--- src/rtl/tia_horizontal_sync_counter.sv ---
// TIA horizontal sequencer: divides the color clock by 4 into two-phase
// horizontal clocks, runs the 57-state line counter, and decodes the blank,
// sync and burst strobes. RSYNC realigns the counter at the next phase
// boundary without disturbing the phase clocks.
module tia_horizontal_sync_counter #(
  parameter int LINE_COUNTS = 57,
  parameter int SHB_COUNT   = 0,
  parameter int SHS_COUNT   = 4,
  parameter int RHS_COUNT   = 8,
  parameter int RCB_COUNT   = 12,
  parameter int RHB_COUNT   = 16,
  parameter int LRHB_COUNT  = 18,
  parameter int CNT_COUNT   = 36
) (
  input  logic       clk,
  input  logic       reset_bar,
  input  logic       rsync,
  output logic       hphi1,
  output logic       hphi2,
  output logic       shb,
  output logic       shs,
  output logic       rhs,
  output logic       rcb,
  output logic       rhb,
  output logic       lrhb,
  output logic       cnt,
  output logic       rsynd,
  output logic       line_start,
  output logic [5:0] hcount
);

  localparam logic [5:0] LAST = 6'(LINE_COUNTS - 1);

  logic [1:0] phase_q, phase_d;
  logic [5:0] hcount_q, hcount_d;
  logic       pend_q, pend_d;
  logic       ls_q, ls_d;
  logic       boundary;

  // Next state: phase free-runs; hcount and the RSYNC latch only move on 3->0.
  always_comb begin
    boundary = (phase_q == 2'd3);
    phase_d  = phase_q + 2'd1;
    hcount_d = hcount_q;
    pend_d   = pend_q | rsync;
    ls_d     = 1'b0;
    if (boundary) begin
      // Illegal values (>= LINE_COUNTS) fall into the wrap case as well.
      if (hcount_q >= LAST || pend_q) hcount_d = 6'd0;
      else                            hcount_d = hcount_q + 6'd1;
      ls_d   = (hcount_d == 6'd0);
      // An RSYNC landing on the boundary edge is held for the next boundary.
      pend_d = rsync;
    end
  end

  // State registers.
  always_ff @(posedge clk or negedge reset_bar) begin
    if (!reset_bar) begin
      phase_q  <= 2'd0;
      hcount_q <= LAST;
      pend_q   <= 1'b0;
      ls_q     <= 1'b0;
    end else begin
      phase_q  <= phase_d;
      hcount_q <= hcount_d;
      pend_q   <= pend_d;
      ls_q     <= ls_d;
    end
  end

  // Output decodes straight off the registers; rsync never reaches an output combinationally.
  always_comb begin
    hphi1      = (phase_q == 2'd1);
    hphi2      = (phase_q == 2'd3);
    shb        = (hcount_q == 6'(SHB_COUNT));
    shs        = (hcount_q == 6'(SHS_COUNT));
    rhs        = (hcount_q == 6'(RHS_COUNT));
    rcb        = (hcount_q == 6'(RCB_COUNT));
    rhb        = (hcount_q == 6'(RHB_COUNT));
    lrhb       = (hcount_q == 6'(LRHB_COUNT));
    cnt        = (hcount_q == 6'(CNT_COUNT));
    rsynd      = pend_q;
    line_start = ls_q;
    hcount     = hcount_q;
  end

endmodule

--- config.mk ---
export PLATFORM = sky130hd
export DESIGN_NAME = tia_horizontal_sync_counter
export DESIGN_NICKNAME = d
export VERILOG_FILES = /design/src/rtl/tia_horizontal_sync_counter.sv
export SDC_FILE = /design/constraint.sdc
export NUM_CORES = 1
export LEC_CHECK = 0
export ABC_CLOCK_PERIOD_IN_PS = 1700
export CAP_MARGIN = 20
export CORE_UTILIZATION = 40
export DETAILED_ROUTE_END_ITERATION = 8
export PLACE_DENSITY = 0.73
export SLEW_MARGIN = 25
export SYNTH_ARGS = -nofsm -noshare
export SYNTH_HDL_FRONTEND = slang
export SYNTH_SLANG_ARGS = --single-unit
export TNS_END_PERCENT = 30
--- constraint.sdc ---
create_clock -name clk -period 1.7 [get_ports clk]
set_input_delay 0.34 -clock clk [delete_from_list [all_inputs] [get_ports clk]]
set_output_delay 0.34 -clock clk [all_outputs]
set_load 0.02 [all_outputs]
; ---- Yosys cells after proc, flatten, opt, wreduce, memory -nomap -nowiden
; Cells that the tools add are included.
[word_totals]
register_bits = 10
in_bits = 3
out_inout_bits = 17
wordCells = 23
[classes]
addsub = 2
n_lt_le_gt_ge = 1
n_eq_ne = 8
mux = 4
n_bitwise = 1
reduce_logical = 3
[ops]
columns = operator, count
row1 = $eq A6 B4 Y1 const B, 2
row2 = $eq A6 B5 Y1 const B, 2
row3 = $logic_not A6 Y1, 2
row4 = $mux W6, 2
row5 = $add A6 B1 Y6 const B, 1
row6 = $eq A6 B3 Y1 const B, 1
row7 = $eq A6 B6 Y1 const B, 1
row8 = $ge A6 B6 Y1 const B, 1
row9 = $add A2 B1 Y2 const B, 1
row10 = $eq A2 B1 Y1 const B, 1
row11 = $eq A2 B2 Y1 const B, 1
row12 = $mux W1, 2
row13 = $logic_or A1 B1 Y1, 1
row14 = $or A1 B1 Y1, 1

; ---- Longest topological paths before layout
[logic_depth]
word_depth = 6
ltp_mapped = 6
ltp_nobuf = 6

; ---- Worst setup path after synthesis
; No wires, ideal clock.
[synth_path]
kind = register to register
start = register hcount_q[0], in the netlist hcount[0]
end = register ls_q, in the netlist line_start
setup_ns = 0.073
t_arrival_ns = 1.664
t_required_ns = 1.627
slack_ns = -0.037
stages_incl_launch_ff = 7
n_path_buf = 0
synth_period_minus_slack_ns = 1.737
path_cell_list = dfrtp_1 > inv_1 > ha_1 > nor4b_2 > nand2_1 > a221o_1 > a21oi_2
[synth_between]
elab_chain_cells = 6
elab_cells_between_ends = 7
cone_classes = add/sub: 1 / order compare: 1 / mux: 3 / reduce/logical: 2
[synth_lines]
columns = element, line_no
row1 = from (decl), 35  ; logic [5:0] hcount_q, hcount_d;
row2 = from (signal assigned), 66  ; hcount_q <= hcount_d;
row3 = $ge A6 B6 Y1, 49  ; if (hcount_q >= LAST || pend_q) hcount_d = 6'd0;
row4 = $logic_or A1 B1 Y1, 49
row5 = $mux W6 (*), 49
row6 = $mux W6 (*), 47  ; if (boundary) begin
row7 = $logic_not A6 Y1 (*), 51  ; ls_d = (hcount_d == 6'd0);
row8 = $mux W1 (*), 47
row9 = via ls_d, 37  ; logic ls_q, ls_d;
row10 = to (signal assigned), 68  ; ls_q <= ls_d;
row11 = to (decl), 37
; The timed path passes the listed nets; every way through them passes the cells marked *. The select of a mux whose other input is x is not followed.
; A chain may end at the register's enable or synchronous reset.

; ---- Worst setup path after layout
[layout_path]
start = register hcount_q[0], in the netlist hcount[0]
end = output port cnt
[layout_between]
elab_chain_cells = 1
[layout_lines]
columns = element, line_no
row1 = $eq A6 B6 Y1, 82  ; cnt = (hcount_q == 6'(CNT_COUNT));
row2 = to (decl), 26  ; output logic cnt,
; No other way between the ends.

==> impl_metrics.ini <==
[outcome]
status = finished, final reports clean

[grt]
grt_first_pass_wirelength_mm = 2.53
grt_max_degree = 12
antenna_found_initial = 0
first_global_vias = 546
grt_util_all_layers = 0.194
overflow = 0

[finish]
final_nets = 106
fin_area_um2 = 945
final_core_util = 0.683
layout-drive-gt1-share = 0.402
fin_cells = 112
multi_input_area_um2 = 368
syn_to_final_growth_pct = 49.2
diodes = 0
seq_area_um2 = 255
num-fill-cells = 112

[sta]
hold-worst-slack_ns = 0.382
fmax_mhz = 589
drv_slew = 0
slew_headroom = 0.666
fin_crit_sh = 0.999
setup_violations = 0
hold_viol = 0
clock_skew_ns = 0.00254
rsz0062_at_grt = true
worst_pin_slew_ns = 0.499
timing.final.crit_period_ns = 1.70

[power_and_ir_drop]
p_leak_nw = 0.459
power_density_mw_per_mm2 = 525
ir_drop_mv = 0.496

[drt]
wl_per_cell_um = 14.7
first_pass_iters = 4
vias = 623
drc_errors = 0
routed.top_layer = met4
routed-wl-met2_um = 787
wl_met3_um = 63
drt_iter0_drc = 12
antenna_left = 0
via_per_inst = 5.56
wl_mm = 1.64
wl_met1_um = 764

[synth]
syn-mean-instance-area_um2 = 9.18
synth_seq_cells = 10
synthCells = 69
syn_nets = 77
synth_cell_type_count = 31
netlist_area_um2 = 633
synth_warnings = 0
yosysSeqAreaShare = 0.401

[setup_path]
crit_slowest_cell = dfrtp_2
crit_required_ns = 1.36
crit_family = flip-flops
arrival_ns = 1.36
cp-start-kind = register
path_class = reg2out
critPathCaptureType = primary output
max_stage_delay_ns = 0.41
cp_num_buf_inv = 2
path_cells = inv_2 -> ha_4 -> nand3b_1 -> nor3b_2 -> buf_4
crit_fanout = 3

[die]
rows = 13
io_pins = 20
fp.dieH_um = 41.8
start_util = 0.458
die-area_mm2 = 0.00175
core_area_mm2 = 0.00138
fp.dieW_um = 41.8

[clock_network]
hold_buffers = 0
clock_latency_ns = 0.27
clock-root-buffer = clkbuf_4
cts_tree = done
numCtsBuffers = 3
clock-sinks = 10
postCtsSetupRepairBufs = 0
clkTransAtPathRegs_ns = 0.07
cts_buffer_depth = 2
cts.htree.levels = 1

[placed_design]
io_buffer_count = 19
hpwl_mm = 1.09
place.gp.congestion = 0.807
placed_cell_area_um2 = 886
placedCellCount = 108

[run]
drv_cap = 0

[hold_path]
hp-class = in2async
final timing paths:
check,from,endpoint,slack [ns],cells past startpoint
worst min register to register,phase_q[0]$_DFF_PN0_,phase_q[0]$_DFF_PN0_,0.46,1
worst max register to register,hcount[0]$_DFFE_PN0P_,line_start$_DFF_PN0_,0.11,6
worst max-delay path,hcount[0]$_DFFE_PN0P_,cnt,0.002,5
worst min-delay path,reset_bar,rsynd$_DFF_PN0_,0.38,1
max in group asynchronous,reset_bar,hcount[4]$_DFFE_PN1P_,0.98,1
min in group clk,phase_q[0]$_DFF_PN0_,phase_q[0]$_DFF_PN0_,0.46,1
cells in the mapped netlist:
library cell	instances	area, um^2
a21o_1	1	7.51
a21oi_1	2	10.0
a21oi_2	1	8.76
a221o_1	1	10.0
a31o_2	1	8.76
a31oi_1	1	6.26
a32o_1	1	10.0
a41oi_1	1	8.76
and2_1	2	12.5
and3_1	1	6.26
and3b_1	1	8.76
buf_2	2	10.0
buf_4	1	7.51
buf_6	1	11.3
clkbuf_1	1	3.75
dfrtp_1	7	175
dfstp_2	3	78.8
ha_1	5	62.6
inv_1	7	26.3
nand2_1	5	18.8
nand3_1	4	20.0
nand3b_1	1	7.51
nand4b_1	1	8.76
nor2_1	4	15.0
nor3_1	3	15.0
nor3b_1	2	15.0
nor4_1	2	12.5
nor4b_2	1	15.0
o21ai_0	4	20.0
o21ai_1	1	5.00
o21bai_1	1	7.51
flip-flops by register name, indices dropped and copies added (netlist names):
register and flops:
hcount 6, rsynd 1, phase_q 2, line_start 1
worst register-to-register path: cells and delay by family (launching register included):
kind | cells | cell delay [ns]
flops | 1 | 0.41
simple gates | 2 | 0.36
fa+ha+maj | 1 | 0.21
compound gates | 2 | 0.47
buf+inv | 1 | 0.08
placed cells by master, fill, tap and decap left out, drive strengths merged:
| cell | synthesis | layout |
|---|---|---|
| dfrtp | 7 | 7 |
| nor3 | 3 | 3 |
| a21o | 1 | 1 |
| a31o | 1 | 1 |
| dlygate4sd2 | 0 | 5 |
| clkbuf | 1 | 6 |
| nand4b | 1 | 1 |
| a221o | 1 | 1 |
| and3b | 1 | 1 |
| a31oi | 1 | 1 |
| clkdlybuf4s50 | 0 | 3 |
| nand3 | 4 | 4 |
| nand3b | 1 | 1 |
| inv | 7 | 7 |
| nand2 | 5 | 5 |
| a21oi | 3 | 3 |
| nor2 | 4 | 4 |
| and3 | 1 | 1 |
| a41oi | 1 | 1 |
| buf | 4 | 17 |
| and2 | 2 | 2 |
| a32o | 1 | 1 |
| o21ai | 5 | 5 |
| nor4b | 1 | 1 |
| nor4 | 2 | 2 |
| dlymetal6s2s | 0 | 2 |
| ha | 5 | 5 |
| o21bai | 1 | 1 |
| nor3b | 2 | 2 |
| dfstp | 3 | 3 |
layer usage:
layer  global-route usage  vias to the layer above
li1                     -                      302
met1                0.257                      302
met2                0.297                       15
met3               0.0391                        4
met4               0.0968                        0
met5                    0                        -
final cells by class:
| class | count | area share |
|---|---|---|
| Inverter | 7 | 0.0278 |
| Sequential cell | 10 | 0.270 |
| Tap cell | 15 | 0.0199 |
| Timing Repair Buffer | 29 | 0.254 |
| Clock buffer | 4 | 0.0384 |
| Multi-Input combinational cell | 47 | 0.389 |
power by group:
group,switching (mW),internal (mW)
sequential,0.00230,0.240
combinational,0.0178,0.0150
clock,0.0904,0.130
total,0.110,0.385
through the flow:
stage,TNS [ns],setup slack [ns],power [mW]
after floorplan,-0.000871,-0.000755,0.260
after global placement,-1.25,-0.222,0.278
after detailed placement,-1.36,-0.259,0.279
after CTS,-0.298,-0.173,0.496
after global routing,-0.195,-0.0556,0.510
final,0,0.00240,0.496
what timing repair did:
item | in CTS | in global routing
pin swaps | 2 | 3
resized for setup | 47 | 17
cloned | 0 | 0
setup endpoints to repair | 14 | 11
cells by family after synthesis:
kind of cell / share of synthesized area
simple gates: 0.245
compound gates: 0.162
buf+inv: 0.0929
flops: 0.401
fa+ha+maj: 0.0988
Note: power is estimated with default switching activity, not from simulation.
